===== config.mk =====
export PLATFORM = sky130hd
export DESIGN_NAME = zpred_seq
export DESIGN_NICKNAME = d
export VERILOG_FILES = /design/src/rtl/zpred_seq.sv
export SDC_FILE = /design/constraint.sdc
export NUM_CORES = 1
export LEC_CHECK = 0
export ABC_AREA = 1
export BUFFER_PORTS_ARGS = -buffer_cell sky130_fd_sc_hd__buf_4
export CAP_MARGIN = 10
export CORE_UTILIZATION = 30
export CTS_BUF_LIST = sky130_fd_sc_hd__clkbuf_16
export DETAILED_ROUTE_END_ITERATION = 6
export PLACE_DENSITY_LB_ADDON = 0.05
export RECOVER_POWER = 25
export SLEW_MARGIN = 20
export SYNTH_ARGS = -nofsm -noshare
export SYNTH_HDL_FRONTEND = slang
export SYNTH_SLANG_ARGS = --single-unit

===== constraint.sdc =====
create_clock -name clk -period 17.7 [get_ports clk]
set_input_delay 0.885 -clock clk [delete_from_list [all_inputs] [get_ports clk]]
set_output_delay 0.885 -clock clk [all_outputs]
set_load 0.01 [all_outputs]

===== src/rtl/zpred_seq.sv =====
// zpred_seq: G.726 sixth-order zero predictor. It holds the DQ1..DQ6 float delay line and forms SEZ serially with one shared FMULT.
// Build option ZPRED_SEZI_EN adds the registered full-precision sum output SEZI.
module zpred_seq (
    input  logic        clk,
    input  logic        reset,
    input  logic        scan_in0,
    input  logic        scan_in1,
    input  logic        scan_in2,
    input  logic        scan_in3,
    input  logic        scan_in4,
    input  logic        scan_enable,
    input  logic        test_mode,
    input  logic        start,
    input  logic        dq_load,
    input  logic [10:0] DQ0,
    input  logic [95:0] B,
    output logic [14:0] SEZ,
`ifdef ZPRED_SEZI_EN
    output logic [15:0] SEZI,
`endif
    output logic        busy,
    output logic        done,
    output logic        scan_out0,
    output logic        scan_out1,
    output logic        scan_out2,
    output logic        scan_out3,
    output logic        scan_out4
);

    localparam int NTAP  = 6;
    localparam int CNT_W = 3;
    localparam logic [10:0] DQ_INIT = 11'h020;

    typedef enum logic [1:0] {S_IDLE, S_MAC, S_DONE} state_t;

    state_t                   state_q, state_d;
    logic [CNT_W-1:0]         idx_q, idx_d;
    logic signed [15:0]       acc_q, acc_d;
    logic [NTAP-1:0][15:0]    b_q, b_d;
    logic [NTAP-1:0][10:0]    dq_q, dq_d;
    logic [10:0]              dqc_q, dqc_d;
    logic                     pend_q, pend_d;
    logic [14:0]              sez_q, sez_d;
    logic                     busy_q, busy_d;
    logic                     done_q, done_d;
    logic signed [15:0]       wb;
`ifdef ZPRED_SEZI_EN
    logic [15:0]              sezi_q, sezi_d;
`endif

    // Floating multiply of one predictor coefficient by one delay-line sample.
    function automatic logic signed [15:0] fmult(input logic [15:0] bn, input logic [10:0] dqn);
        logic        an_s;
        logic [15:0] an_abs;
        logic [12:0] an_mag;
        logic [3:0]  an_exp;
        logic [18:0] an_norm;
        logic [5:0]  an_mant;
        logic        ws;
        logic [4:0]  wexp;
        logic [11:0] prod;
        logic [7:0]  wmant;
        logic [31:0] wext;
        logic [15:0] wmag;
        an_s   = bn[15];
        an_abs = an_s ? (16'd0 - bn) : bn;
        an_mag = an_abs[14:2];
        an_exp = 4'd0;
        for (int i = 0; i < 13; i++) begin
            if (an_mag[i]) an_exp = 4'(i + 1);
        end
        an_norm = {an_mag, 6'b0} >> an_exp;
        an_mant = (an_mag == 13'd0) ? 6'd32 : an_norm[5:0];
        ws      = an_s ^ dqn[10];
        wexp    = {1'b0, dqn[9:6]} + {1'b0, an_exp};
        prod    = {6'b0, dqn[5:0]} * {6'b0, an_mant} + 12'd48;
        wmant   = prod[11:4];
        wext    = {17'b0, wmant, 7'b0};
        if (wexp > 5'd26) wext = wext << (wexp - 5'd26);
        else              wext = wext >> (5'd26 - wexp);
        wmag    = {1'b0, wext[14:0]};
        return ws ? $signed(16'd0 - wmag) : $signed(wmag);
    endfunction

    assign wb = fmult(b_q[idx_q], dq_q[idx_q]);

    always_comb begin
        state_d = state_q;
        idx_d   = idx_q;
        acc_d   = acc_q;
        b_d     = b_q;
        dq_d    = dq_q;
        dqc_d   = dqc_q;
        pend_d  = pend_q;
        sez_d   = sez_q;
        busy_d  = (state_q != S_IDLE);
        done_d  = (state_q == S_DONE);
`ifdef ZPRED_SEZI_EN
        sezi_d  = sezi_q;
`endif
        case (state_q)
            S_IDLE: begin
                if (dq_load) dq_d = {dq_q[NTAP-2:0], DQ0};
                if (start) begin
                    b_d     = B;
                    acc_d   = '0;
                    idx_d   = '0;
                    state_d = S_MAC;
                end
            end
            S_MAC: begin
                // A load arriving mid-computation must not disturb the taps still to be read.
                if (dq_load) begin
                    pend_d = 1'b1;
                    dqc_d  = DQ0;
                end
                acc_d = acc_q + wb;
                idx_d = idx_q + 1'b1;
                if (idx_q == CNT_W'(NTAP - 1)) state_d = S_DONE;
            end
            S_DONE: begin
                sez_d = acc_q[15:1];
`ifdef ZPRED_SEZI_EN
                sezi_d = acc_q;
`endif
                if (dq_load)     dq_d = {dq_q[NTAP-2:0], DQ0};
                else if (pend_q) dq_d = {dq_q[NTAP-2:0], dqc_q};
                pend_d  = 1'b0;
                state_d = S_IDLE;
            end
            default: state_d = S_IDLE;
        endcase
    end

    always_ff @(posedge clk) begin
        if (!reset) begin
            state_q <= S_IDLE;
            idx_q   <= '0;
            acc_q   <= '0;
            dq_q    <= {NTAP{DQ_INIT}};
            pend_q  <= 1'b0;
            sez_q   <= '0;
            busy_q  <= 1'b0;
            done_q  <= 1'b0;
`ifdef ZPRED_SEZI_EN
            sezi_q  <= '0;
`endif
        end else begin
            state_q <= state_d;
            idx_q   <= idx_d;
            acc_q   <= acc_d;
            dq_q    <= dq_d;
            pend_q  <= pend_d;
            sez_q   <= sez_d;
            busy_q  <= busy_d;
            done_q  <= done_d;
`ifdef ZPRED_SEZI_EN
            sezi_q  <= sezi_d;
`endif
        end
    end

    // Latched operands are only read after being loaded, so they need no reset.
    always_ff @(posedge clk) begin
        b_q   <= b_d;
        dqc_q <= dqc_d;
    end

    assign SEZ  = sez_q;
    assign busy = busy_q;
    assign done = done_q;
`ifdef ZPRED_SEZI_EN
    assign SEZI = sezi_q;
`endif

    // Scan chains are stitched at DFT insertion; until then they pass through only in shift mode.
    assign scan_out0 = test_mode & scan_enable & scan_in0;
    assign scan_out1 = test_mode & scan_enable & scan_in1;
    assign scan_out2 = test_mode & scan_enable & scan_in2;
    assign scan_out3 = test_mode & scan_enable & scan_in3;
    assign scan_out4 = test_mode & scan_enable & scan_in4;

endmodule


Word level (Yosys, flattened, before mapping)

Cells that the tools add are included.

Register bits after elaboration: 212
Latch bits: 0
RAM bits: 0
ROM bits: 0
Input port bits: 118
Output and inout bits: 22
Word-level logic and storage cells: 95
Memories: 0

$add $sub $neg: 8
Multiply operators: 1
Div/mod/pow operators: 0
$lt $le $gt $ge: 2
Equal/unequal tests: 8
Shifts and indexed selects: 3
Muxes and demuxes: 34
Bitwise logic cells: 7
Reduce and logical (&&, ||, !) cells: 12

Operators with widths:

| cell                                                                | number |
|---|---|
| 66-bit two-way mux                                                  | 3 |
| 66-bit one-hot mux with 2 select lines                              | 1 |
| 16-bit binary-select mux with 3-bit select                          | 1 |
| 16-bit two-way mux                                                  | 3 |
| 4-bit two-way mux                                                   | 12 |
| 11-bit binary-select mux with 3-bit select                          | 1 |
| 16-bit one-hot mux with 2 select lines                              | 1 |
| 15-bit two-way mux                                                  | 2 |
| 19-bit by 4-bit right shift with 6-bit output                       | 1 |
| 16-bit adder                                                        | 1 |
| 1-bit by 15-bit subtractor with 16-bit output, first input constant | 1 |
| 15-bit by 5-bit left shift with 15-bit output                       | 1 |
| 15-bit by 5-bit right shift with 15-bit output                      | 1 |
| 1-bit by 15-bit subtractor with 15-bit output, first input constant | 1 |
| 13-bit logical NOT                                                  | 1 |
| 12-bit by 6-bit adder with 12-bit output, second input constant     | 1 |
| 6-bit by 6-bit multiplier with 12-bit output                        | 1 |
| 11-bit two-way mux                                                  | 1 |
| 2-bit AND reduction                                                 | 5 |
| 2-bit inequality test, second input constant                        | 4 |
| 2-bit nonzero test                                                  | 4 |
| 1-bit AND                                                           | 6 |
| 6-bit two-way mux                                                   | 1 |
| 3-bit one-hot mux with 2 select lines                               | 1 |
| other kinds (18)                                                    | 20 |

Longest topological paths before layout

Gate-level depths: netlist (run 1).

Word-level depth: 27
Mapped depth: 76
Mapped depth without buffers: 75

Least setup slack after synthesis (run 1)

OpenSTA, ideal clock, no wires.

Kind: register -> register
Start: reg idx_q[0]
End: reg acc_q[15]
Library setup time: 0.113 ns
Data arrival time: 8.926 ns
Data required time: 17.587 ns
Path slack: 8.660 ns
Stages on the path, launching flop included: 63
Buffers on the path: 3
Clock period less this slack: 9.040 ns
Cell sequence: dfxtp_1 inv_2 buf_4 buf_2 nor2_1 o22ai_1 a32oi_1 nand3_1 nand2_2 nand2_1 nand2_1 nand2_2 nand2_2 inv_2 nand2_4 nand2_4 buf_6 nand2_1 [... 27 more ...] inv_1 ha_1 nand3_1 nand2_1 a21oi_1 nor2_1 o21ai_0 nand2_1 a21oi_1 o21bai_1 nand3_1 nand2_1 nand3_1 nand2_1 xor2_1 nand3_1 nand3_1 nand2_1

Word-level cells in the longest chain between the ends: 27
Elaborated cells between the ends (all ways): 36
Classes of those cells: 7 x add/sub; 1 x mul; 1 x order compare; 3 x shift; 22 x mux; 1 x bitwise; 1 x reduce/logical

RTL lines:

| element                                                                                                         | line   | text |
|---|---|---|
| from (decl)                                                                                                     | 37     | `logic [CNT_W-1:0] idx_q, idx_d;` |
| from (signal assigned)                                                                                          | 150    | `idx_q <= idx_d;` |
| 16-bit binary-select mux with 3-bit select                                                                      | 85     | `assign wb = fmult(b_q[idx_q], dq_q[idx_q]);` |
| 16-bit two-way mux (not written as such)                                                                        | 85     |  |
| 1-bit by 15-bit subtractor with 15-bit output                                                                   | 66     | `an_abs = an_s ? (16'd0 - bn) : bn;` |
| 15-bit two-way mux                                                                                              | 66     |  |
| 1-bit two-way mux                                                                                               | 70     | `if (an_mag[i]) an_exp = 4'(i + 1);` |
| 4-bit two-way mux (12 in series)                                                                                | 70     |  |
| 19-bit by 4-bit right shift with 6-bit output                                                                   | 72     | `an_norm = {an_mag, 6'b0} >> an_exp;` |
| 6-bit two-way mux                                                                                               | 73     | `an_mant = (an_mag == 13'd0) ? 6'd32 : an_norm[5:0];` |
| 6-bit by 6-bit multiplier with 12-bit output                                                                    | 76     | `prod = {6'b0, dqn[5:0]} * {6'b0, an_mant} + 12'd48;` |
| 12-bit by 6-bit adder with 12-bit output                                                                        | 76     |  |
| 15-bit by 5-bit right shift with 15-bit output or 15-bit by 5-bit left shift with 15-bit output (tied branches) | 80, 79 |  |
| 15-bit two-way mux                                                                                              | 79     | `if (wexp > 5'd26) wext = wext << (wexp - 5'd26);` |
| 1-bit by 15-bit subtractor with 16-bit output                                                                   | 82     | `return ws ? $signed(16'd0 - wmag) : $signed(wmag);` |
| 16-bit two-way mux (*)                                                                                          | 82     |  |
| 16-bit adder (*)                                                                                                | 117    | `acc_d = acc_q + wb;` |
| 16-bit one-hot mux with 2 select lines (*)                                                                      | 101    | `case (state_q)` |
| to (signal assigned)                                                                                            | 139    | `acc_q <= '0;` |
| to (signal assigned)                                                                                            | 151    | `acc_q <= acc_d;` |
| to (decl)                                                                                                       | 38     | `logic signed [15:0] acc_q, acc_d;` |

Every way passes the cells marked *; elsewhere a longest branch is shown, timed or not. The select of a mux whose other input is x is not followed.
A chain may end at the register's enable or synchronous reset.

Worst setup path in the final report (run 1)

Ends and elaborated chain as after synthesis.

==> summary.md, run 1 <==
| Metric | Value |
|---|---|
| Util after Layout | `36.44%` |
| Vias in the first global route | `10,180` |
| Primary FF master, synth | `edfxtp_1` |
| HP Class | `flip-flop to flip-flop` |
| Hold Crit Start | `SEZ[1]` |
| IR Drop Worst-Case VDD | `0.07965 mV` |
| Die width | `between 200 and 250 µm` |
| RSZ-0062 raised after global routing | `false` |
| Synth Cell Area | `~12,000 µm²` |
| Chip Height | `around 200 µm` |
| CTS tree | `built` |
| DIE AREA | `roughly 42,000 µm²` |
| Final wirelength | `33,990 µm` |
| Worst setup path start | `idx_q[0]` |
| Final Critical Period | `between 10,000 and 15,000 ps` |
| WHS Path Cells | `2` |
| Synth area leaders | `edfxtp_1 (26%), dfxtp_1 (17%), nand2_1 (8.8%)` |
| Power Dens Cells | `between 150 and 200 nW/µm²` |
| Crit path DAT | `11,770 ps` |
| Via-per-instance ratio | `between 4 and 5` |
| Slowest CP cell | `o21ai_2` |
| Syn nets | `1,745` |
| R2R Path End | `acc_q[15]` |
| Post-CTS Resized | `0` |
| Reg2reg start | `idx_q[0]` |
| P&R area growth vs syn | `18.72%` |
| Layout cell share with drive strength beyond 1 | `about 14%` |
| Cells after Synth | `between 1,500 and 2,000` |
| DR DRC count | `0` |
| R2R depth | `64` |
| Post-synth top area cell | `edfxtp_1` |
| CP startpoint kind | `flip-flop` |
| CTS sink cnt | `roughly 210` |
| Crit-path max FO | `between 40 and 50` |
| Final Hold Viols | `0` |
| CTS Root Cell | `clkbuf_16` |
| Core Region | `roughly 40,000 µm²` |
| Crit share post-route | `~64%` |
| Crit-path max cell delay | `around 700 ps` |
| Clock transition at the registers of the reported paths | `~60 ps` |
| Initial antenna violation count | `0` |
| Inserted Diodes | `0` |
| H-Tree Depth | `1` |
| Antenna Violating Nets Remaining | `0` |
| FFs w/ async S/R, synth | `0%` |
| Setup bufs post-CTS | `0` |
| Num CTS Buffers | `26` |
| Reg2reg setup slack | `~6400 ps` |
| Synth warnings | `0` |
| First-pass GRT wire length | `roughly 55,000 µm` |
| Half-perimeter wire length after placement | `23,800 µm` |
| Number of fill cells | `4,214` |
| DR iter-0 viols | `between 600 and 700` |
| Final setup vio count | `0` |
| Port Buf Inserts | `between 100 and 150` |
| NumNets Final | `approximately 1,900` |
| Flops & latches, synth | `between 200 and 250` |
| CP endpoint kind | `flip-flop` |
| Initial DRT Pass Iterations | `7` |
| Tightest Pin Transition | `around 1000 ps` |
| Slew headroom | `approximately 30%` |
| Max Root-Sink Buffers | `3` |
| Synth cell types | `53` |
| Hold EP | `SEZ[1]` |
| Max-cap violations | `0` |
| Largest net degree at the start of global routing | `86` |
| Slew Limit Fails | `0` |
| Pleak | `approximately 6.4 nW` |
| Io pins | `140` |
| GRT Resource Usage Total | `approximately 16%` |
| Most frequent cell after synthesis | `nand2_1` |
| Vias | `between 10,000 and 15,000` |
| Seq/Total Area, Yosys | `43.29%` |
| Post-synth EDFFs | `about 110` |
| Synth top area share | `between 20% and 30%` |
| Top cells by count, synth | `nand2_1 (288), nor2_1 (232), o21ai_0 (182), inv_1 (139), edfxtp_1 (107)` |
| Clock latency on the worst-skew pair | `around 560 ps` |
| Routability Congestion | `0.8504` |
| CP most frequent cell | `nand2_1` |
| Initial Util | `between 30% and 40%` |
| FP Rows | `73` |
| Setup CP Type | `flip-flop to flip-flop` |
| Total grt overflow | `0` |
| Hold bufs inserted after CTS | `0` |
| WL per Instance | `15.35 µm` |
| Max Clock Skew | `roughly 21 ps` |
| Worst EP required | `around 18,000 ps` |
| Post-Route Setup TNS | `0 ps` |
| Outcome | `finished, final reports clean` |
| Post-Syn Area per Cell | `7.891 µm²` |
| Fmax | `between 80 and 90 MHz` |
[worst max-delay path by stage]
stage	cells past startpoint	end
CTS	64	acc_q[15]
global placement	65	acc_q[15]
floorplan	62	acc_q[15]
detailed placement	64	acc_q[15]
finish	64	acc_q[15]
global route	59	acc_q[15]
[critical path: cells and delay by family (launching register included)]
family	cells	cell delay [ps]
simple gates	32	2580
compound gates	17	3280
fa+ha+maj	7	3020
flops	1	370
xor+xnor	3	540
buf+inv	5	1370
[layout make-up]
cell class / instances / area [µm²] / share of cell area (%)
multi-input cells: 1130 / 6103 / 41.87
well taps: 525 / 656.9 / 4.506
inverters: 151 / 569.3 / 3.906
flip-flops and latches: 212 / 5316 / 36.47
repair buffers: 148 / 1100 / 7.545
clock buffers: 27 / 675.6 / 4.635
clock inverters: 21 / 155.1 / 1.064
[state kept, by name, summed over array words and instances (netlist names)]
name and count:
dqc_q 11, SEZ 15, state_q 2, acc_q 16, dq_q 66, done 1, pend_q 1, idx_q 3
b_q 96, busy 1
[cell families after synthesis]
family | share of synthesized area [%]
AOI/OAI and AO/OA | 15.27
xor gates and xnor gates | 1.783
adders and majority gates | 8.458
buffers and inverters | 7.042
DFF | 43.29
muxes | 0.1631
and+or+nand+nor | 24.00
[metrics by stage]
step	setup WS, ps	instance area [µm²]	std cells	total power (W)	hold WS (ps)
6_report	6369	14580	2214	0.002844	474.0
5_1_grt	4902	14580	2214	0.003162	487.1
4_1_cts	6333	14590	2214	0.002869	462.1
3_5_place_dp	6386	13750	2166	0.002329	454.9
3_3_place_gp	6548	13750	2166	0.002356	448.4
2_1_floorplan	8660	12280	1556	0.001923	429.6
[report_power, final]
group	total (W)	switching [W]	internal, W	leakage (nW)
clock network	0.000516	0.000223	0.000293	0.424
logic	0.00175	0.00114	0.000609	4.10
registers	0.000580	0.0000215	0.000559	1.88
total	0.00284	0.00138	0.00146	6.40
[cells in the final DEF, fill, tap and decap left out, types with 5 or more instances in the layout]
| cell | n |
|---|---|
| a21oi_1 | 69 |
| a31oi_1 | 11 |
| buf_4 | 63 |
| clkbuf_16 | 27 |
| clkbuf_4 | 82 |
| clkinv_1 | 7 |
| clkinv_2 | 6 |
| dfxtp_1 | 104 |
| edfxtp_1 | 107 |
| fa_1 | 20 |
| ha_1 | 51 |
| inv_1 | 142 |
| inv_2 | 10 |
| nand2_1 | 287 |
| nand2_2 | 17 |
| nand3_1 | 98 |
| nand3_2 | 5 |
| nand3b_1 | 5 |
| nand4_1 | 8 |
| nor2_1 | 231 |
| nor2_2 | 9 |
| nor3_1 | 12 |
| o211ai_1 | 8 |
| o21ai_0 | 182 |
| o21ai_1 | 20 |
| o22ai_1 | 18 |
| xnor2_1 | 10 |
| xor2_1 | 15 |
[per-layer routing]
metal | share of wire (%) | vias up | track usage [%]
met5 | 0 | - | 0
met4 | 2.4 | 0 | 4.478
met3 | 2.8 | 40 | 2.121
met2 | 46 | 163 | 26.74
met1 | 49 | 4830 | 22.84
li1 | - | 5437 | -
Note: power is estimated with default switching activity, not from simulation.
==> inputs of run 2 (changes only) <==
ABC_AREA = 0   (was 1)
clock period = 10.9 ns   (was 17.7 ns; I/O delays follow)
==> run 2 against run 1 <==
Effect of this change: non-clock buffer count up 161; clock skew down 10 ps; global-route usage up 0.80 points; core utilization up 4.0 points; wire length up 9.4%; fmax up 4.8%; setup slack worse by 6300 ps; via count down 0.30%; flip-flop and latch count unchanged; critical path type unchanged; largest power group unchanged.
==> summary.md, run 2 <==
| Metric | Value |
|---|---|
| Hold bufs inserted after CTS | `0` |
| Initial antenna violation count | `1` |
| HP Class | `input port to flip-flop` |
| FFs w/ async S/R, synth | `0%` |
| Final Non-Filler Cells | `roughly 2,100` |
| Buf+Inv Stages, Crit Path | `6` |
| Crit path DAT | `around 11,000 ps` |
| Antenna Violating Nets Remaining | `0` |
| Power Dens Cells | `approximately 280 nW/µm²` |
| Comb power frac | `roughly 63%` |
| Vias | `around 10,000` |
| Crit share post-route | `99.22%` |
| Reg with most FFs | `b_q` |
| Clock latency on the worst-skew pair | `~560 ps` |
| Half-perimeter wire length after placement | `between 20,000 and 30,000 µm` |
| Vias in the first global route | `around 11,000` |
| Synth area leaders | `edfxtp_1 (25%), dfxtp_1 (16%), nand2_1 (6.3%)` |
| Crit-path max cell delay | `around 560 ps` |
| Post-synth top area cell | `edfxtp_1` |
| Initial DRT Pass Iterations | `5` |
| P&R area growth vs syn | `33.06%` |
| Inserted Diodes | `0` |
| Post-synth EDFFs | `between 100 and 150` |
| CP endpoint kind | `flip-flop` |
| NumNets Final | `1,761` |
| Num CTS Buffers | `26` |
| Util after Layout | `between 40% and 50%` |
| Tightest Pin Transition | `around 960 ps` |
| Switching share of power | `between 40% and 50%` |
| Crit-path max FO | `8` |
| Synth Cell Area | `12,750 µm²` |
| Regs by FF count | `b_q: 96 flops, dq_q: 66 flops, acc_q: 16 flops` |
| Number of flip-flops in the largest register | `between 90 and 100` |
| Crit path max-delay family | `compound AO/OA/AOI/OAI gates` |
| Total grt overflow | `0` |
| Final Hold Viols | `0` |
| Die width | `about 210 µm` |
| Internal power | `approximately 0.0028 W` |
| Cells after Synth | `~1,300` |
| Io pins | `140` |
| Fmax | `92.47 MHz` |
| Synth cell types | `between 80 and 90` |
| Port Buf Inserts | `between 100 and 150` |
| RSZ-0062 raised after global routing | `true` |
| Max Root-Sink Buffers | `3` |
| Chip Height | `roughly 210 µm` |
| Post-Syn Area per Cell | `around 10 µm²` |
| DR DRC count | `0` |
| CP startpoint kind | `flip-flop` |
| Pleak | `approximately 6.9 nW` |
| IR Drop Worst-Case VDD | `around 0.15 mV` |
| Synth top area share | `25.20%` |
| Levels on crit path | `46` |
| CTS Root Cell | `clkbuf_16` |
| Outcome | `finished, final reports clean` |
| Final wirelength | `between 30,000 and 40,000 µm` |
| Flops & latches, synth | `about 210` |
| Primary FF master, synth | `edfxtp_1` |
| Clock transition at the registers of the reported paths | `~60 ps` |
| Initial Util | `a little under a third` |
| Post-Route Setup TNS | `0 ps` |
| CTS tree | `built` |
| FP Rows | `75` |
| Slew Limit Fails | `0` |
| Most frequent cells in the layout | `nand2_1 (211), buf_4 (210), edfxtp_1 (107)` |
| Top cells by count, synth | `nand2_1 (213), edfxtp_1 (107), dfxtp_1 (105), nor2_1 (81), a21boi_0 (69)` |
| Final setup vio count | `0` |
| Clk pwr share | `17.2%` |
| Sw power | `about 0.0019 W` |
| Slew headroom | `a little over a third` |
| GRT Resource Usage Total | `17.26%` |
| Slowest CP cell | `fa_1` |
| Layout cell share with drive strength beyond 1 | `between 30% and 40%` |
| DR iter-0 viols | `540` |
| CTS sink cnt | `approximately 210` |
| Routability Congestion | `around 0.85` |
| Largest net degree at the start of global routing | `a little under 100` |
| Setup CP Type | `flip-flop to flip-flop` |
| Seq/Total Area, Yosys | `between 40% and 50%` |
| Sequential Power Share | `around a fifth` |
| Most frequent cell after synthesis | `nand2_1` |
| Max Clock Skew | `between 10 and 15 ps` |
| Via-per-instance ratio | `just under 5` |
| Worst EP required | `11,330 ps` |
| WHS Path Cells | `1` |
| Placed insts | `~2,100` |
| Leading cell type in the layout, fill and taps excluded | `nand2_1` |
| Synth warnings | `0` |
| First-pass GRT wire length | `approximately 60,000 µm` |
| Hold Slack | `around 170 ps` |
| R2R depth | `between 40 and 50` |
| Core Region | `approximately 42,000 µm²` |
| Syn nets | `1,492` |
| H-Tree Depth | `1` |
| Final Critical Period | `between 10,000 and 15,000 ps` |
| Max-cap violations | `0` |
| DIE AREA | `43,330 µm²` |
| WL per Instance | `~17 µm` |
-- run 2: cell types whose count changed after synthesis, sizes merged, moves of 24 or more --
cell    before  now
o21ai      207   55
a21boi       0   69
mux2i        2   50
inv        149   38
nor2       244   81
mux2         0   24
nand3      103   40
xnor2       10   34
a21oi       71   47
nand2      306  213
-- run 2: worst paths after layout --
check / end / from / slack [ps]
min reg2reg: SEZ[6] / SEZ[6] / 460
max reg2reg: acc_q[15] / idx_q[1] / 90
max: acc_q[15] / idx_q[1] / 90
min: b_q[41] / B[41] / 170
-- run 2: cells by family after synthesis --
kind of cell               Yosys count  synth area share, %
buffers and inverters              108                3.533
xor gates and xnor gates            55                3.837
DFF                                212                41.68
muxes                               91                9.047
and+or+nand+nor                    466                16.99
adders and majority gates           71                8.144
AOI/OAI and AO/OA                  300                16.77
-- run 2: timing repair --
action | in CTS | in global routing
resized for setup | 71 | 42
endpoints found under the setup margin | 2 | 4
cloned | 2 | 0
pin swaps | 42 | 47
setup buffers | 22 | 10
-- run 2: through the flow --
stage / setup slack [ps] / total power, W / cell area [µm²]
floorplan: 11.82 / 0.002708 / 12830
global placement: -319.9 / 0.003673 / 15340
detailed placement: -355.6 / 0.003661 / 15340
CTS: 5.716 / 0.004631 / 16680
global route: -443.8 / 0.005117 / 16970
finish: 85.45 / 0.004743 / 16970
-- run 2: power groups by stage --
stage	Clock (W)	Sequential, W	Combinational [W]
3_3_place_gp	0	0.000942	0.00273
2_1_floorplan	0	0.000930	0.00178
4_1_cts	0.000848	0.000925	0.00286
5_1_grt	0.000874	0.000931	0.00331
3_5_place_dp	0	0.000941	0.00272
6_report	0.000815	0.000924	0.00300
-- run 2: metal layers --
| layer | wire length, µm | vias up | GRT usage, % | share of wire, % |
|---|---|---|---|---|
| li1 | - | 5247 | - | - |
| met4 | 918 | 0 | 4.547 | 2.5 |
| met1 | 18290 | 4997 | 23.99 | 49 |
| met2 | 16900 | 151 | 28.19 | 45 |
| met5 | 0 | - | 0 | 0 |
| met3 | 1078 | 44 | 2.234 | 2.9 |
-- run 2: worst reg2reg max path, delay by kind of cell, from the launching register on --
| family | cells | cell delay (ps) |
|---|---|---|
| AOI/OAI and AO/OA | 17 | 3260 |
| DFF | 1 | 400 |
| and+or+nand+nor | 11 | 2230 |
| muxes | 3 | 870 |
| adders and majority gates | 6 | 2430 |
| buffers and inverters | 6 | 970 |
| xor gates and xnor gates | 3 | 530 |
-- run 2: final cells by class --
cell class | count | area, µm²
Clock inverter | 22 | 152.6
Tap cell | 539 | 674.4
Timing Repair Buffer | 309 | 2445
Sequential cell | 212 | 5324
Inverter | 40 | 152.6
Fill cell | 4111 | 24980
Multi-Input combinational cell | 983 | 7567
Clock buffer | 26 | 650.6
